$ cat src/rtl/inst_fetch_unit.sv
// rtl/inst_fetch_unit.sv - instruction fetch stage with prefetch FIFO and redirect
//
// Purpose: owns the fetch PC and drives the combinational instruction ROM.
// Each returned word is captured with its PC into a small prefetch FIFO.
// The FIFO head goes to decode over a valid/ready handshake. A redirect
// flushes the FIFO and reloads the PC.
//
// Optional feature macro: FETCH_MISALIGN_TRAP_EN
//   When it is defined, a misaligned redirect enters TRAP and delivers one
//   NOP entry flagged through if_misalign.
//   When it is not defined, the low two redirect bits are masked off.
//
// Ports:
//   clk            in   system clock, rising edge
//   reset          in   synchronous active-high reset
//   rom_addr       out  ROM byte address = fetch_pc[ADDR_W-1:0]
//   rom_inst       in   ROM word for rom_addr, same cycle
//   redirect_valid in   load redirect_pc and flush the FIFO
//   redirect_pc    in   new fetch address
//   if_valid       out  FIFO head valid
//   if_ready       in   decode accepts the head
//   if_inst        out  head instruction (NOP when empty)
//   if_pc          out  head PC
//   if_misalign    out  head entry is a misaligned-redirect trap (macro only)

module inst_fetch_unit #(
  parameter logic [31:0] RESET_PC   = 32'h0000_0000,
  parameter int          ADDR_W     = 12,
  parameter int          FIFO_DEPTH = 2
) (
  input  logic              clk,
  input  logic              reset,
  output logic [ADDR_W-1:0] rom_addr,
  input  logic [31:0]       rom_inst,
  input  logic              redirect_valid,
  input  logic [31:0]       redirect_pc,
  output logic              if_valid,
  input  logic              if_ready,
  output logic [31:0]       if_inst,
  output logic [31:0]       if_pc
`ifdef FETCH_MISALIGN_TRAP_EN
  ,
  output logic              if_misalign
`endif
);

  localparam int              PTR_W   = (FIFO_DEPTH > 1) ? $clog2(FIFO_DEPTH) : 1;
  localparam int              CNT_W   = PTR_W + 1;
  localparam logic [CNT_W-1:0] DEPTH_C = CNT_W'(FIFO_DEPTH);
  localparam logic [31:0]     NOP     = 32'h0000_0013;

  typedef enum logic {RUN = 1'b0, TRAP = 1'b1} state_e;

  state_e            state_q;
  logic [31:0]       fetch_pc_q;
  logic [CNT_W-1:0]  count_q;
  logic [PTR_W-1:0]  rd_ptr_q;
  logic [PTR_W-1:0]  wr_ptr_q;
  logic [31:0]       pc_mem_q   [FIFO_DEPTH];
  logic [31:0]       inst_mem_q [FIFO_DEPTH];

  logic        pop;
  logic        room;
  logic        push;
  logic [31:0] push_inst;
  logic [31:0] redir_target;

`ifdef FETCH_MISALIGN_TRAP_EN
  logic mis_mem_q [FIFO_DEPTH];
  logic trap_armed_q;
  logic redir_mis;

  assign redir_mis    = |redirect_pc[1:0];
  // A misaligned target is kept unmasked so that the trap entry reports it exactly.
  assign redir_target = redir_mis ? redirect_pc : {redirect_pc[31:2], 2'b00};
`else
  logic unused_redir_lsb;

  assign unused_redir_lsb = ^redirect_pc[1:0];
  assign redir_target     = {redirect_pc[31:2], 2'b00};
`endif

  assign pop  = if_valid & if_ready;
  // A slot frees up this cycle if the FIFO is not full or the head is leaving.
  assign room = (count_q < DEPTH_C) | pop;

  always_comb begin
    push      = 1'b0;
    push_inst = rom_inst;
    if (!reset && !redirect_valid && room) begin
      if (state_q == RUN) begin
        push = 1'b1;
      end
`ifdef FETCH_MISALIGN_TRAP_EN
      // In TRAP the fetch stage emits one flagged NOP and then stalls.
      else if (trap_armed_q) begin
        push      = 1'b1;
        push_inst = NOP;
      end
`endif
    end
  end

  assign rom_addr = fetch_pc_q[ADDR_W-1:0];
  assign if_valid = (count_q != '0);
  assign if_inst  = if_valid ? inst_mem_q[rd_ptr_q] : NOP;
  assign if_pc    = pc_mem_q[rd_ptr_q];
`ifdef FETCH_MISALIGN_TRAP_EN
  assign if_misalign = if_valid & mis_mem_q[rd_ptr_q];
`endif

  always_ff @(posedge clk) begin
    if (reset) begin
      state_q    <= RUN;
      fetch_pc_q <= RESET_PC;
      count_q    <= '0;
      rd_ptr_q   <= '0;
      wr_ptr_q   <= '0;
      for (int i = 0; i < FIFO_DEPTH; i++) begin
        pc_mem_q[i]   <= RESET_PC;
        inst_mem_q[i] <= NOP;
`ifdef FETCH_MISALIGN_TRAP_EN
        mis_mem_q[i]  <= 1'b0;
`endif
      end
`ifdef FETCH_MISALIGN_TRAP_EN
      trap_armed_q <= 1'b0;
`endif
    end else if (redirect_valid) begin
      // Flush: anything in flight, including a pop this cycle, is dropped.
      count_q    <= '0;
      rd_ptr_q   <= '0;
      wr_ptr_q   <= '0;
      fetch_pc_q <= redir_target;
`ifdef FETCH_MISALIGN_TRAP_EN
      state_q      <= redir_mis ? TRAP : RUN;
      trap_armed_q <= redir_mis;
`else
      state_q    <= RUN;
`endif
    end else begin
      if (push) begin
        pc_mem_q[wr_ptr_q]   <= fetch_pc_q;
        inst_mem_q[wr_ptr_q] <= push_inst;
`ifdef FETCH_MISALIGN_TRAP_EN
        mis_mem_q[wr_ptr_q]  <= (state_q == TRAP);
        if (state_q == TRAP) begin
          trap_armed_q <= 1'b0;
        end
`endif
        wr_ptr_q <= wr_ptr_q + PTR_W'(1);
        if (state_q == RUN) begin
          fetch_pc_q <= fetch_pc_q + 32'd4;
        end
      end
      if (pop) begin
        rd_ptr_q <= rd_ptr_q + PTR_W'(1);
      end
      count_q <= count_q + CNT_W'(push) - CNT_W'(pop);
    end
  end

endmodule

$ cat config.mk
export PLATFORM = sky130hd
export DESIGN_NAME = inst_fetch_unit
export DESIGN_NICKNAME = d
export VERILOG_FILES = /design/src/rtl/inst_fetch_unit.sv
export SDC_FILE = /design/constraint.sdc
export NUM_CORES = 1
export LEC_CHECK = 0
export CORE_MARGIN = 2
export CORE_UTILIZATION = 47
export DETAILED_ROUTE_END_ITERATION = 10
export GPL_ROUTABILITY_DRIVEN = 0
export PLACE_DENSITY = 0.85
export SLEW_MARGIN = 20
export SYNTH_ARGS = -nofsm -noshare
export SYNTH_HDL_FRONTEND = slang
export SYNTH_SLANG_ARGS = --single-unit
$ cat constraint.sdc
create_clock -name clk -period 6.4 [get_ports clk]
set_input_delay 0.64 -clock clk [delete_from_list [all_inputs] [get_ports clk]]
set_output_delay 0.64 -clock clk [all_outputs]
set_load 0.02 [all_outputs]
==> metrics.md, run 1 <==
| Metric | Value |
|---|---|
| Worst setup startpoint | redirect_valid |
| IO Pins | 145 |
| Register area share after synthesis | 57.53% |
| Largest net degree at the start of global routing | 63 |
| Die Ht | 131.9 um |
| Starting Density | 48.23% |
| Post-CTS Hold Buffers | 0 |
| H-tree level count | 4 |
| Max-cap check violation count | 0 |
| Fraction of registers with async set/reset | 0% |
| Post-Synthesis Cell Area | 7690 um2 |
| Area post-placement | 9135 um2 |
| CTS sink cnt | 159 |
| Fin crit period | 3.632 ns |
| Post-route ant nets | 0 |
| Period utilization | 56.76% |
| Final Power | 2.461 mW |
| Final slew viol count | 0 |
| Crit path max fanout | 25 |
| Synth-to-Final Area Change | 26.34% |
| CTS buffer count | 17 |
| Net count, final | 826 |
| Worst Max-Slew Pin Slew | 1.028 ns |
| Global Route Usage Sum | 19.57% |
| Status | finished, final reports clean |
| Core area | 15940 um2 |
| Root buf cell | clkbuf_16 |
| Num rows | 46 |
| Worst setup SP type | primary input |
| Clock Skew | 0.006643 ns |
| Yosys warnings | 0 |
| Final hold violations | 0 |
| Maximum VDD drop | 184.7 uV |
| Remaining Overflow, GRT | 0 |
| Worst-Skew Late Latency | 0.42 ns |
| Via density | 5.216 |
| Main flop type after synthesis | edfxtp_1 |
| Clock transition at path regs | 0.06 ns |
| Pwr dens | 253.3 nW/um2 |
| DP HPWL | 10890 um |
| Unrepaired setup endpoints after global routing | no |
| Crit. End Element | flop |
| CTS tree | built |
| WP data required | 6.48 ns |
| DR vias | 5133 |
| First-pass GRT wire length | 26500 um |
| # diodes | 0 |
| Setup TNS | 0 ns |
| Crit path arrival time | 3.72 ns |
| Post-CTS Resized | 0 |
| Number of synthesized flops with an enable pin | 124 |
| Drt pass-1 iters | 5 |
| Commonest non-fill, non-tap cell in the layout | clkdlybuf4s50_1 |
| Post-CTS setup buffers | 0 |
| Number of global-route vias before repair | 5069 |
| Pleak | 3.463 nW |
| Fin Hold WS | 0.5206 ns |
| Syn Area/Cell | 12.03 um2 |
| IO buf count | 138 |
| Layout Utilization | 60.94% |
| Worst Hold Class | reg2reg |
| Horiz. Die Dim | 131.9 um |
| Distinct cells, synth | 60 |
| Clock Path Buffers | 2 |
| Die ar. | 17400 um2 |
| Syn Inst Count | 639 |
| Most frequent cells in the layout | clkdlybuf4s50_1, edfxtp_1, and2_1 |
| # DRC | 0 |
| Fin area | 9716 um2 |
| Slew HR | 31.47% |
| Initial antenna violation count | 0 |
| Routed WL | 16730 um |
| WL per Instance | 17.00 um |
| Kind of critical path | in2reg |
| #FFs+latches synth | 159 |
| Max frequency | 0.2753 GHz |
| Hold wc startpoint | rd_ptr_q$_SDFFE_PP0P_ |
| Final setup viols | 0 |
| Share of cells above drive strength 1 | 12.50% |
| FF-to-FF Start | count_q[1]$_SDFF_PP0_ |
| Iteration-0 DRC Markers | 301 |
[synth_stat cells (2+ instances only)]
library cell  instances  area [um2]
mux2_2               31       349.1
or3_1                 4       25.02
a211oi_2              3       37.54
nand4_4               2       42.54
buf_1                 2       7.510
nor2_1               60       225.2
xnor2_1              15       131.4
a211oi_1              7       52.55
and2_1              120       750.7
nor3_1                8       40.04
o21a_1                6       45.04
clkbuf_8              2       27.53
nor4_1                2       12.51
buf_2                 9       45.04
buf_4                15       112.6
a311oi_1              3       26.28
nand3_1              12       60.06
nand2_1              29       108.9
clkbuf_1             19       71.32
and2_2                3       22.52
nand2b_1              4       25.02
nor2b_1               2       12.51
nor3_4                2       32.53
a21oi_1               7       35.03
buf_6                 3       33.78
nor4_2                3       37.54
xor2_1               11       96.34
and3_1                2       12.51
a221oi_1              2       17.52
ha_1                  3       37.54
dfxtp_1              35       700.7
edfxtp_1            124        3724
o21ai_0               4       20.02
inv_1                 7       26.28
mux2i_1              36       360.4
and3_2                2       15.01
nand4_1              17       106.4
[cell families (layout without fill, tap and decap cells)]
logic type,Yosys count,in the layout,share of synthesized area (%)
AOI/OAI and AO/OA,38,38,3.677
xor gates and xnor gates,26,26,2.961
and+or+nand+nor,284,284,21.46
other,1,4,0.04877
DFF,159,159,57.53
buffers and inverters,61,187,4.605
adders and majority gates,3,3,0.4882
muxes,67,67,9.226
[metal layers]
metal | share of wire [%] | GRT usage, % | vias to the layer above
met4 | 1.5 | 6.582 | 0
met5 | 0 | 0 | -
li1 | - | - | 2463
met1 | 42 | 24.96 | 2466
met3 | 6.3 | 4.344 | 19
met2 | 50 | 33.10 | 185
[where the power goes]
group	switching, mW	leakage, nW	internal (mW)
Sequential	0.0374	1.58	1.17
Combinational	0.131	1.61	0.125
Clock	0.388	0.278	0.605
Total	0.557	3.46	1.90
[critical path, cell delays in order]
cell and delay, ns:
clkdlybuf4s50_1 0.91, or2_1 0.68, nor2_4 0.30, inv_2 0.16, o21ai_4 0.57, buf_4 0.45
[state kept, by name (all words and copies together) (netlist names), named ones only]
register	flops
count_q	2
inst_mem_q	64
rd_ptr_q	1
pc_mem_q	60
wr_ptr_q	1
fetch_pc_q	30
[area by class of cell]
cell class	count	area, um2
multi-input combinational	422	2948
tap	216	270.3
clock buffer	18	429.2
fill	1327	6227
clock inverter	14	148.9
timing repair buffer	147	1461
sequential	159	4428
inverter	8	30.03
[path summary, 6_finish.rpt]
kind,slack [ns],cells past startpoint,to
worst max register to register,3.99,6,inst_mem_q[0][14]$_SDFFCE_PN0P_
worst min-delay path,0.52,2,flop
worst min register to register,0.52,2,flop
worst max-delay path,2.77,6,inst_mem_q[0][14]$_SDFFCE_PN0P_
[stage by stage]
step / instances / worst slack [ns]
global route: 984 / 2.563
floorplan: 642 / 0.1919
CTS: 984 / 2.773
detailed placement: 952 / 2.335
global placement: 951 / 2.362
finish: 984 / 2.768
Power figures use the tool's default switching activity.
==> inputs of run 2 (changes only) <==
--- a/config.mk
+++ b/config.mk
@@ -6,10 +6,10 @@
 export NUM_CORES = 1
 export LEC_CHECK = 0
 export CORE_MARGIN = 2
-export CORE_UTILIZATION = 47
+export CORE_UTILIZATION = 50
 export DETAILED_ROUTE_END_ITERATION = 10
 export GPL_ROUTABILITY_DRIVEN = 0
-export PLACE_DENSITY = 0.85
+export PLACE_DENSITY = 0.86
 export SLEW_MARGIN = 20
 export SYNTH_ARGS = -nofsm -noshare
 export SYNTH_HDL_FRONTEND = slang
==> constraint.sdc (replaced) <==
create_clock -name clk -period 3.6 [get_ports clk]
set_input_delay 0.36 -clock clk [delete_from_list [all_inputs] [get_ports clk]]
set_output_delay 0.36 -clock clk [all_outputs]
set_load 0.02 [all_outputs]
==> metrics.md, run 2 (synthesis gave the netlist of run 1 again) <==
| Metric | Value |
|---|---|
| Crit path arrival time | 2.44 ns |
| CTS buffer count | 17 |
| IO Pins | 145 |
| CTS tree | built |
| Worst setup SP type | flop |
| First-pass GRT wire length | 26260 um |
| Core area | 15090 um2 |
| R2R Path End | fetch_pc_q[28]$_SDFFE_PP0P_ |
| Worst Max-Slew Pin Slew | 1.045 ns |
| Worst-Skew Late Latency | 0.42 ns |
| Reg2reg setup slack | 1.37 ns |
| Commonest non-fill, non-tap cell in the layout | clkdlybuf4s50_1 |
| DP HPWL | 11010 um |
| Initial antenna violation count | 0 |
| Via density | 5.471 |
| Final Power | 4.454 mW |
| Post-CTS Hold Buffers | 0 |
| Clock Skew | 0.009080 ns |
| Post-CTS setup buffers | 0 |
| Pleak | 3.484 nW |
| Final setup viols | 0 |
| Worst Hold Class | in2reg |
| Maximum VDD drop | 302.4 uV |
| Clock Path Buffers | 2 |
| Share of cells above drive strength 1 | 13.23% |
| CTS sink cnt | 159 |
| Placed Cells | 927 |
| DR vias | 5247 |
| Routed WL | 16730 um |
| Die ar. | 16390 um2 |
| Root buf cell | clkbuf_16 |
| H-tree level count | 4 |
| Max reg flops | 64 |
| Remaining Overflow, GRT | 0 |
| Drt pass-1 iters | 4 |
| Setup TNS | 0 ns |
| CP Capture Point | if_inst[31] |
| Status | finished, final reports clean |
| Clock transition at path regs | 0.07 ns |
| IO buf count | 138 |
| Post-route ant nets | 0 |
| FF-to-FF Start | fetch_pc_q[16]$_SDFFE_PP0P_ |
| Final slew viol count | 0 |
| Unrepaired setup endpoints after global routing | no |
| Net count, final | 829 |
| Post-CTS Resized | 0 |
| # DRC | 0 |
| Fin crit period | 2.804 ns |
| Starting Density | 50.96% |
| Largest net degree at the start of global routing | 63 |
| Reg2reg path depth | 4 |
| Crit path max fanout | 62 |
| Period utilization | 77.89% |
| Num rows | 45 |
| Global Route Usage Sum | 20.93% |
| Pwr dens | 457.1 nW/um2 |
| WP data required | 3.24 ns |
| Hold path depth | 3 |
| Fin Hold WS | 0.5149 ns |
| Die Ht | 128.0 um |
| Number of global-route vias before repair | 5189 |
| Kind of critical path | reg2out |
| Crit. End Element | output pin |
| Iteration-0 DRC Markers | 437 |
| Cell Count, Final, Fillers Out | 959 |
| # diodes | 0 |
| Reg with most FFs | inst_mem_q |
| Final hold violations | 0 |
| WL per Instance | 17.44 um |
| Most frequent cells in the layout | clkdlybuf4s50_1, edfxtp_1, and2_1 |
| Max frequency | 0.3566 GHz |
| Slew HR | 30.23% |
| Horiz. Die Dim | 128.0 um |
| Max-cap check violation count | 0 |
| Biggest regs | inst_mem_q (64), pc_mem_q (60), fetch_pc_q (30) |
| Synth-to-Final Area Change | 26.72% |
-- run 2: worst min-delay path by stage --
| stage | endpoint | slack, ns | from |
|---|---|---|---|
| 4_1_cts | fetch_pc_q[10]$_SDFFE_PP0P_ | 0.50 | redirect_pc[10] |
| 6_report | fetch_pc_q[10]$_SDFFE_PP0P_ | 0.51 | redirect_pc[10] |
| 5_1_grt | fetch_pc_q[4]$_SDFFE_PP0P_ | 0.51 | redirect_pc[4] |
| 2_1_floorplan | fetch_pc_q[15]$_SDFFE_PP0P_ | 0.47 | redirect_pc[15] |
| 3_5_place_dp | flop | 0.52 | rd_ptr_q$_SDFFE_PP0P_ |
| 3_3_place_gp | rd_ptr_q$_SDFFE_PP0P_ | 0.50 | rd_ptr_q$_SDFFE_PP0P_ |
-- run 2: area by class of cell --
type,count,area [um2]
Multi-Input combinational cell,422,2945
Tap cell,188,235.2
Clock buffer,17,425.4
Fill cell,1121,5345
Inverter,8,30.03
Sequential cell,159,4428
Timing Repair Buffer,150,1496
Clock inverter,15,183.9
-- run 2: layer usage --
metal  routed length [um]  GRT usage (%)
met4                  299          8.209
met5                    0              0
met2                 8352          35.42
met3                 1144          4.382
met1                 6931          26.47
-- run 2: metrics by stage --
| step | setup slack (ns) | area (um2) | util (%) |
|---|---|---|---|
| floorplan | 0.5450 | 7705 | - |
| detailed placement | 0.8508 | 9135 | 60.54 |
| global route | 0.5663 | 9744 | 64.58 |
| CTS | 0.7375 | 9744 | 64.58 |
| finish | 0.7961 | 9744 | 64.58 |
| global placement | 0.8756 | 9135 | 60.54 |
-- run 2: worst max-delay path, stage by stage (launching register included) --
cell,delay (ns)
dfxtp_4,1.02
mux2i_1,0.18
nor2_1,0.18
clkdlybuf4s50_1,0.63
-- run 2: where the power goes --
| part | switching, mW | internal (mW) |
|---|---|---|
| registers | 0.0708 | 2.09 |
| clock network | 0.737 | 1.10 |
| logic | 0.235 | 0.226 |
| total | 1.04 | 3.41 |
==> inputs of run 3 (changes only) <==
--- a/config.mk
+++ b/config.mk
@@ -6,10 +6,10 @@
 export NUM_CORES = 1
 export LEC_CHECK = 0
 export CORE_MARGIN = 2
-export CORE_UTILIZATION = 50
+export CORE_UTILIZATION = 47
 export DETAILED_ROUTE_END_ITERATION = 10
 export GPL_ROUTABILITY_DRIVEN = 0
-export PLACE_DENSITY = 0.86
+export PLACE_DENSITY = 0.85
 export SLEW_MARGIN = 20
 export SYNTH_ARGS = -nofsm -noshare
 export SYNTH_HDL_FRONTEND = slang
==> constraint.sdc (replaced) <==
create_clock -name clk -period 2.5 [get_ports clk]
set_input_delay 0.25 -clock clk [delete_from_list [all_inputs] [get_ports clk]]
set_output_delay 0.25 -clock clk [all_outputs]
set_load 0.02 [all_outputs]
==> metrics.md, run 3 (synthesis gave the netlist of run 1 again) <==
| Metric | Value |
|---|---|
| Status | finished, final reports clean |
| CTS sink cnt | 159 |
| # diodes | 0 |
| Iteration-0 DRC Markers | 385 |
| Die ar. | 17400 um2 |
| Worst-Skew Late Latency | 0.42 ns |
| Critical-path cell list | buf_4 -> mux2_2 -> clkdlybuf4s50_1 |
| Remaining Overflow, GRT | 0 |
| Pint | 4.857 mW |
| # DRC | 0 |
| Number of global-route vias before repair | 5188 |
| H-tree level count | 4 |
| Die Ht | 131.9 um |
| Synth-to-Final Area Change | 28.62% |
| Final hold violations | 0 |
| Routed WL | 17280 um |
| Crit path max fanout | 15 |
| Largest net degree at the start of global routing | 51 |
| WP data required | 2.25 ns |
| Worst setup SP type | flop |
| Maximum VDD drop | 511.3 uV |
| Starting Density | 48.23% |
| Post-CTS Resized | 0 |
| Reg with most FFs | inst_mem_q |
| Via density | 5.237 |
| Clock Skew | 0.005052 ns |
| Clock share of power | 39.9% |
| Crit path arrival time | 2.11 ns |
| Num rows | 46 |
| DR vias | 5227 |
| Slowest CP cell | clkdlybuf4s50_1 |
| Net count, final | 840 |
| CTS buffer count | 17 |
| Most frequent cells in the layout | clkdlybuf4s50_1, edfxtp_1, and2_1 |
| Combinational power share | 11.0% |
| WL per Instance | 17.31 um |
| IO buf count | 138 |
| Slowest cell delay on critical path | 0.54 ns |
| Clock Path Buffers | 2 |
| Clock transition at path regs | 0.06 ns |
| Pleak | 3.547 nW |
| Max-cap check violation count | 0 |
| Final setup viols | 0 |
| Hold wc startpoint | redirect_pc[19] |
| Commonest non-fill, non-tap cell in the layout | clkdlybuf4s50_1 |
| Post-CTS setup buffers | 0 |
| Biggest regs | inst_mem_q (64), pc_mem_q (60), fetch_pc_q (30) |
| Share of cells above drive strength 1 | 14.07% |
| Area post-placement | 9315 um2 |
| Worst Hold Class | in2reg |
| Global Route Usage Sum | 20.02% |
| Number of buffers and inverters on the critical path | 2 |
| CTS tree | built |
| Max reg flops | 64 |
| Seq pwr share | 49.1% |
| Max frequency | 0.4236 GHz |
| Final Power | 6.300 mW |
| Cell family with most CP delay | buffers and inverters |
| Kind of critical path | reg2out |
| Post-CTS Hold Buffers | 0 |
| Drt pass-1 iters | 6 |
| Final slew viol count | 0 |
| Layout Utilization | 62.04% |
| Crit. End Element | output pin |
| Fin crit period | 2.361 ns |
| Root buf cell | clkbuf_16 |
| Pwr dens | 637.0 nW/um2 |
| Filler Cells Inserted | 1227 |
| Sw Share | 22.91% |
| Switching power | 1.443 mW |
| FF-to-FF Start | fetch_pc_q[16]$_SDFFE_PP0P_ |
| Setup TNS | 0 ns |
| Core area | 15940 um2 |
| Unrepaired setup endpoints after global routing | no |
| Fin area | 9891 um2 |
| Initial antenna violation count | 0 |
| Post-route ant nets | 0 |
| DP HPWL | 11520 um |
| IO Pins | 145 |
| Horiz. Die Dim | 131.9 um |
| First-pass GRT wire length | 27180 um |
| Period utilization | 94.43% |
run 3: cell count changes in the layout (fill, tap and decap cells not counted):
cell / previous run / this run
inv_6: 5 / 0
clkinv_1: 1 / 2
clkinv_2: 0 / 2
clkbuf_1: 0 / 2
bufinv_16: 3 / 2
buf_12: 2 / 7
clkbuf_8: 0 / 2
clkinv_4: 1 / 0
buf_4: 10 / 16
run 3: final timing paths:
check	endpoint	slack, ns	depth (start not counted)
max	if_pc[8]	0.14	3
min reg2reg	flop	0.52	2
max reg2reg	fetch_pc_q[28]$_SDFFE_PP0P_	0.44	5
min	fetch_pc_q[19]$_SDFFE_PP0P_	0.41	3
run 3: layout make-up:
type | instances | area (um2) | share of cell area [%]
Timing Repair Buffer | 161 | 1642 | 16.60
Tap cell | 216 | 270.3 | 2.732
Sequential cell | 159 | 4428 | 44.77
Clock buffer | 21 | 460.4 | 4.655
Clock inverter | 11 | 115.1 | 1.164
Inverter | 8 | 30.03 | 0.3036
Multi-Input combinational cell | 422 | 2945 | 29.78
run 3: metrics by stage:
stage,setup slack [ns],std cells,hold WS (ns)
final,0.1394,998,0.4083
after global routing,0.06733,998,0.4029
after CTS,0.09893,998,0.3958
after detailed placement,0.1999,966,0.4947
after global placement,0.2257,966,0.4928
after floorplan,0.03291,642,0.3646
run 3: worst reg2reg max path, stage by stage (launching register included):
cell	delay (ns)
dfxtp_1	0.46
nand4_1	0.28
nor4_1	0.34
buf_4	0.17
mux2_2	0.32
a2111oi_0	0.37
run 3: power groups by stage:
stage	registers, mW	clock network [mW]	logic (mW)
floorplan	3.12	0	0.391
global placement	3.14	0	0.684
detailed placement	3.15	0	0.695
CTS	3.09	2.55	0.700
global route	3.11	2.65	0.743
finish	3.09	2.51	0.694
run 3: routing by layer:
metal / routed length [um] / global-route usage (%) / vias up
met5: 0 / 0 / -
met4: 209 / 5.495 / 0
met3: 1126 / 4.191 / 19
met2: 8662 / 34.58 / 197
met1: 7278 / 25.56 / 2514
li1: - / - / 2497
